<file path="config.mk">
export PLATFORM = sky130hd
export DESIGN_NAME = consumidor_buffer
export DESIGN_NICKNAME = d
export VERILOG_FILES = /design/src/rtl/consumidor_buffer.sv
export SDC_FILE = /design/constraint.sdc
export NUM_CORES = 1
export LEC_CHECK = 0
export CELL_PAD_IN_SITES_DETAIL_PLACEMENT = 1
export CELL_PAD_IN_SITES_GLOBAL_PLACEMENT = 1
export CORE_MARGIN = 2
export CORE_UTILIZATION = 35
export CTS_BUF_LIST = sky130_fd_sc_hd__clkbuf_16
export CTS_CLUSTER_SIZE = 28
export DETAILED_ROUTE_END_ITERATION = 10
export HOLD_SLACK_MARGIN = 0.06
export PLACE_DENSITY_LB_ADDON = 0.1
export REMOVE_ABC_BUFFERS = 1
export SKIP_CTS_REPAIR_TIMING = 1
export SLEW_MARGIN = 15
export SYNTH_ARGS = -nofsm -noshare
export SYNTH_HDL_FRONTEND = slang
export SYNTH_SLANG_ARGS = --single-unit
</file>
<file path="constraint.sdc">
create_clock -name clk -period 3.4 [get_ports clk]
set_input_delay 0.51 -clock clk [delete_from_list [all_inputs] [get_ports clk]]
set_output_delay 0.51 -clock clk [all_outputs]
set_load 0.01 [all_outputs]
</file>
<file path="src/rtl/consumidor_buffer.sv">
// Consumer at the read end of the suspect-address buffer: queries each flagged cluster
// for the head entry, clears answered bits and retires the head as empty or suspect.
module consumidor_buffer #(
    parameter int NUM_CLUSTERS  = 8,
    parameter int TAM_ENDERECO  = 64,
    parameter int TAM_HASH_DOIS = 8,
    parameter int TIMEOUT       = 255,
    localparam int IDX_W = (NUM_CLUSTERS > 1) ? $clog2(NUM_CLUSTERS) : 1,
    localparam int WD_W  = (TIMEOUT > 0) ? $clog2(TIMEOUT + 1) : 1
) (
    input  logic                     clk,
    input  logic                     reset,
    input  logic                     saida_valida,
    input  logic [NUM_CLUSTERS-1:0]  bitmap_atual,
    input  logic [TAM_ENDERECO-1:0]  endereco_atual,
    input  logic [TAM_HASH_DOIS-1:0] hash_atual,
    output logic [NUM_CLUSTERS-1:0]  bitmap_atualizado,
    output logic                     zero,
    output logic                     suspeito,
    output logic                     consulta_valida,
    output logic [IDX_W-1:0]         consulta_cluster,
    output logic [TAM_ENDERECO-1:0]  consulta_endereco,
    output logic [TAM_HASH_DOIS-1:0] consulta_hash,
    input  logic                     consulta_pronta,
    input  logic                     resposta_valida,
    input  logic                     resposta_presente,
    output logic                     alarme_valido,
    output logic [TAM_ENDERECO-1:0]  alarme_endereco,
    output logic [15:0]              contador_suspeitos,
    output logic                     erro_timeout
);

    typedef enum logic [1:0] {OCIOSO, CONSULTA, ESPERA, RETIRA} estado_t;

    estado_t                  estado_q, estado_d;
    logic                     zero_q, zero_d;
    logic                     suspeito_q, suspeito_d;
    logic                     consulta_valida_q, consulta_valida_d;
    logic [IDX_W-1:0]         cluster_q, cluster_d;
    logic [TAM_ENDERECO-1:0]  endereco_q, endereco_d;
    logic [TAM_HASH_DOIS-1:0] hash_q, hash_d;
    logic                     alarme_valido_q, alarme_valido_d;
    logic [TAM_ENDERECO-1:0]  alarme_endereco_q, alarme_endereco_d;
    logic [15:0]              contador_q, contador_d;
    logic                     erro_timeout_q, erro_timeout_d;
    logic [WD_W-1:0]          watchdog_q, watchdog_d;
    logic                     limpa_bit;

    function automatic logic [IDX_W-1:0] menor_bit(input logic [NUM_CLUSTERS-1:0] b);
        menor_bit = '0;
        for (int i = NUM_CLUSTERS - 1; i >= 0; i--) begin
            if (b[i]) menor_bit = IDX_W'(i);
        end
    endfunction

    function automatic logic [15:0] incr_sat(input logic [15:0] v);
        incr_sat = (v == 16'hFFFF) ? v : v + 16'd1;
    endfunction

    always_comb begin
        estado_d          = estado_q;
        zero_d            = 1'b0;
        suspeito_d        = 1'b0;
        consulta_valida_d = consulta_valida_q;
        cluster_d         = cluster_q;
        endereco_d        = endereco_q;
        hash_d            = hash_q;
        alarme_valido_d   = 1'b0;
        alarme_endereco_d = alarme_endereco_q;
        contador_d        = contador_q;
        erro_timeout_d    = 1'b0;
        watchdog_d        = watchdog_q;
        limpa_bit         = 1'b0;
        case (estado_q)
            OCIOSO: begin
                if (saida_valida) begin
                    if (bitmap_atual == '0) begin
                        zero_d   = 1'b1;
                        estado_d = RETIRA;
                    end else begin
                        cluster_d         = menor_bit(bitmap_atual);
                        endereco_d        = endereco_atual;
                        hash_d            = hash_atual;
                        consulta_valida_d = 1'b1;
                        estado_d          = CONSULTA;
                    end
                end
            end
            CONSULTA: begin
                if (!saida_valida) begin
                    consulta_valida_d = 1'b0;
                    estado_d          = OCIOSO;
                end else if (consulta_pronta) begin
                    consulta_valida_d = 1'b0;
                    watchdog_d        = WD_W'(TIMEOUT);
                    estado_d          = ESPERA;
                end
            end
            ESPERA: begin
                if (watchdog_q != '0) watchdog_d = watchdog_q - WD_W'(1);
                if (resposta_valida) begin
                    estado_d = OCIOSO;
                    if (saida_valida && resposta_presente) begin
                        suspeito_d        = 1'b1;
                        alarme_valido_d   = 1'b1;
                        alarme_endereco_d = endereco_q;
                        contador_d        = incr_sat(contador_q);
                        estado_d          = RETIRA;
                    end else begin
                        limpa_bit = saida_valida;
                    end
                end else if (watchdog_q <= WD_W'(1)) begin
                    // Abandoned query is treated as an absent answer.
                    erro_timeout_d = 1'b1;
                    limpa_bit      = saida_valida;
                    estado_d       = OCIOSO;
                end
            end
            RETIRA: estado_d = OCIOSO;
            default: estado_d = OCIOSO;
        endcase
    end

    always_ff @(posedge clk or negedge reset) begin
        if (!reset) begin
            estado_q          <= OCIOSO;
            zero_q            <= 1'b0;
            suspeito_q        <= 1'b0;
            consulta_valida_q <= 1'b0;
            cluster_q         <= '0;
            endereco_q        <= '0;
            hash_q            <= '0;
            alarme_valido_q   <= 1'b0;
            alarme_endereco_q <= '0;
            contador_q        <= '0;
            erro_timeout_q    <= 1'b0;
            watchdog_q        <= '0;
        end else begin
            estado_q          <= estado_d;
            zero_q            <= zero_d;
            suspeito_q        <= suspeito_d;
            consulta_valida_q <= consulta_valida_d;
            cluster_q         <= cluster_d;
            endereco_q        <= endereco_d;
            hash_q            <= hash_d;
            alarme_valido_q   <= alarme_valido_d;
            alarme_endereco_q <= alarme_endereco_d;
            contador_q        <= contador_d;
            erro_timeout_q    <= erro_timeout_d;
            watchdog_q        <= watchdog_d;
        end
    end

    // The buffer writes the head back every cycle, so this stays a live pass-through.
    assign bitmap_atualizado  = limpa_bit ? (bitmap_atual & ~(NUM_CLUSTERS'(1) << cluster_q))
                                          : bitmap_atual;
    assign zero               = zero_q;
    assign suspeito           = suspeito_q;
    assign consulta_valida    = consulta_valida_q;
    assign consulta_cluster   = cluster_q;
    assign consulta_endereco  = endereco_q;
    assign consulta_hash      = hash_q;
    assign alarme_valido      = alarme_valido_q;
    assign alarme_endereco    = alarme_endereco_q;
    assign contador_suspeitos = contador_q;
    assign erro_timeout       = erro_timeout_q;

endmodule

</file>
==> impl_metrics.py <==
metrics = {
    "floorplanning": {
        "io_pins": 254,
        "die_area_um2": 20700,
        "die_y_um": 144,
        "dieWidth_um": 144,
        "fp-row-count": 51,
        "core_area_um2": 19300,
        "start_util_pct": 35.5,
    },
    "critical_path": {
        "r2r-end": "contador_suspeitos[10]$_DFFE_PN0P_",
        "r2r_cells": 5,
        "r2r_start": "estado_q[0]$_DFFE_PN0P_",
        "cp_max_fo": 5,
        "end_kind": "primary output",
        "worstPathArrival_ns": 2.58,
        "critPathKind": "flip-flop to primary output",
        "cp.required_ns": 2.89,
        "worstSetupStartpointType": "flip-flop",
        "r2r_slack_ns": 1.15,
    },
    "grt": {
        "grt_antenna_before_repair": 0,
        "grt_pass1_wl_mm": 33.2,
        "grt.total_usage_pct": 20.9,
        "grt_max_degree": 77,
        "grt_overflow": 0,
        "grt_pass1_vias": 6486,
    },
    "cells_and_area": {
        "final_core_util_pct": 53.4,
        "nets": 1095,
        "area_delta_synth_final_pct": 50.3,
        "drive_gt1_share_pct": 5.40,
        "diodes": 0,
        "fill_cells": 2218,
        "final_area_um2": 10300,
    },
    "power": {
        "p_int_w": 0.00578,
        "p_leak_nw": 4.93,
        "switching_share_pct": 34.8,
        "clkPwrFrac_pct": 22.1,
        "max-vdd-ir-drop_uv": 381,
        "combPwrFrac_pct": 39.0,
        "power_density_nw_per_um2": 859,
        "p_sw_w": 0.00308,
        "power_w": 0.00886,
        "p_seq_share_pct": 38.9,
    },
    "logic_synthesis": {
        "synth.yosys.seq_area_share_pct": 61.6,
        "avgSynthCellArea_um2": 9.06,
        "dominantRegCellSynth": "dfrtp_1",
        "synth_area_leader_cell": "dfrtp_1",
        "ys_async_sr_fraction_pct": 100,
        "synth-edff-count": 0,
        "synth.distinct_cells": 48,
        "synth.yosys.warnings": 0,
        "synth_area_leaders": "dfrtp_1 (62%), nand2_1 (23%), xnor2_1 (1.4%)",
        "synth_area_um2": 6860,
        "synthTopCellsByCount": "nand2_1 (425), dfrtp_1 (169), buf_2 (14), clkbuf_1 (14), a21oi_1 (13)",
        "ys_ff_latch": 169,
        "syn_inst": 758,
        "synth_most_common_cell": "nand2_1",
        "yosysTopAreaCellShare_pct": 61.6,
    },
    "detailed_routing": {
        "dr.first_iter.drc_count": 246,
        "vias_per_cell": 4.75,
        "wl_mm": 20.9,
        "drt_pass1_iterations": 4,
        "antenna_left": 0,
        "vias": 6103,
        "route.detailed.wl_per_inst_um": 16.3,
        "drc": 0,
    },
    "timing": {
        "slew_violations": 0,
        "hold_violations": 0,
        "fin_skew_ns": 0.0106,
        "rsz0062_at_grt": "false",
        "fin_crit_sh_pct": 90.9,
        "fmax_mhz": 324,
        "period_needed_ns": 3.09,
        "tightest_slew_ns": 0.845,
        "layout_setup_ws_ns": 0.309,
        "slew_headroom_pct": 43.6,
        "holdWs_ns": 0.0856,
        "finalSetupViolCount": 0,
    },
    "placement": {
        "pre_cts_slack_ns": 0.551,
        "place_hpwl_mm": 14.5,
        "dpl_cell_area_um2": 9730,
        "port_buffers": 253,
        "place_congestion": 0.757,
    },
    "cts": {
        "cts_max_level": 4,
        "cts_tree": "built",
        "clkSlewWorstSetupHoldPaths_ns": 0.07,
        "clk_path_buf_depth": 2,
        "clkSinkCount": 169,
        "cts-root-buf": "clkbuf_16",
        "clock_latency_ns": 0.44,
        "cts_buffers": 17,
    },
    "run": {
        "cap_violations": 0,
    },
    "status": {
        "status": "finished, final reports clean",
    },
    "min_path": {
        "hold_class": "input port to async pin",
    },
}
[worst max-delay path: stages (launching register included)]
cell	delay, ns
dfrtp_1	0.43
nor4_1	0.46
o211a_1	0.29
nor2_1	0.12
o41a_1	0.38
clkdlybuf4s50_1	0.48
[cell type report]
type / count / area [µm²] / area share [%]
clock buffer: 17 / 425 / 4.12
clock inverter: 15 / 166 / 1.61
inverter: 10 / 37.5 / 0.364
multi-input combinational: 545 / 2440 / 23.7
sequential: 169 / 4230 / 41.0
tap: 265 / 332 / 3.21
timing repair buffer: 263 / 2680 / 26.0
[registers in the layout, indices dropped and copies added, names as in the netlist]
name / count
erro_timeout: 1
alarme_valido: 1
alarme_endereco: 64
consulta_cluster: 3
zero: 1
contador_suspeitos: 16
consulta_valida: 1
watchdog_q: 8
estado_q: 2
consulta_hash: 8
consulta_endereco: 64
[logic make-up (layout without fill, tap and decap cells)]
family,Yosys count,count (layout),synth area share [%]
AND/OR/NAND/NOR,484,484,28.3
XOR/XNOR,17,17,2.17
buffers and inverters,44,305,3.04
flip-flops,169,169,61.6
multiplexers,2,2,0.328
AO/OA/AOI/OAI,39,39,4.05
adder cells (fa/ha/maj),3,3,0.547
[power groups by stage]
stage | clock network, W | logic (W) | registers [W]
floorplan | 0 | 0.000921 | 0.00376
global placement | 0 | 0.00343 | 0.00346
detailed placement | 0 | 0.00351 | 0.00349
CTS | 0.00201 | 0.00353 | 0.00346
global route | 0.00210 | 0.00380 | 0.00356
finish | 0.00196 | 0.00345 | 0.00345
[placed cells by master (no fill, tap or decap), drive strengths merged, types with 2 or more instances in the layout]
cell type      Yosys  routed
nor3              11      11
nor2b              3       3
xor2               6       6
nand3              7       7
clkinvlp           0       4
o31a               2       2
nand2b             2       2
o21a               3       3
o32a               2       2
clkdlybuf4s50      0     252
nor2              14      14
dfrtp            169     169
nand2            426     426
buf               20      11
ha                 3       3
clkinv             0       2
nand4              5       5
a21oi             13      13
o21ai              4       4
o41a               2       2
inv               10      17
a211oi             2       2
xnor2             11      11
clkbuf            14      17
bufinv             0       2
or4                4       4
or3                2       2
a31oi              4       4
mux2               2       2
and3               3       3
[worst max-delay path by stage]
stage,slack (ns),to,start
after floorplan,-0.54,consulta_cluster[0]$_DFFE_PN0P_,bitmap_atual[0]
after detailed placement,0.55,bitmap_atualizado[0],resposta_valida
final,0.31,bitmap_atualizado[4],watchdog_q[4]$_DFFE_PN0P_
after global routing,0.15,bitmap_atualizado[0],estado_q[1]$_DFFE_PN0P_
after CTS,0.29,bitmap_atualizado[4],watchdog_q[4]$_DFFE_PN0P_
after global placement,0.56,bitmap_atualizado[0],resposta_valida
[metal layers]
| layer | vias up | track usage (%) | share of wire (%) |
|---|---|---|---|
| met2 | 179 | 35.5 | 48 |
| met5 | - | 0 | 0 |
| met3 | 25 | 7.55 | 7.4 |
| met4 | 0 | 6.30 | 1.8 |
| li1 | 2879 | - | - |
| met1 | 3020 | 24.9 | 43 |
[per-stage QoR]
stage	TNS, ns	std cells
2_1_floorplan	-35.50	724
3_3_place_gp	0	1252
3_5_place_dp	0	1252
4_1_cts	0	1284
5_1_grt	0	1284
6_report	0	1284
Note: power is estimated with default switching activity, not from simulation.
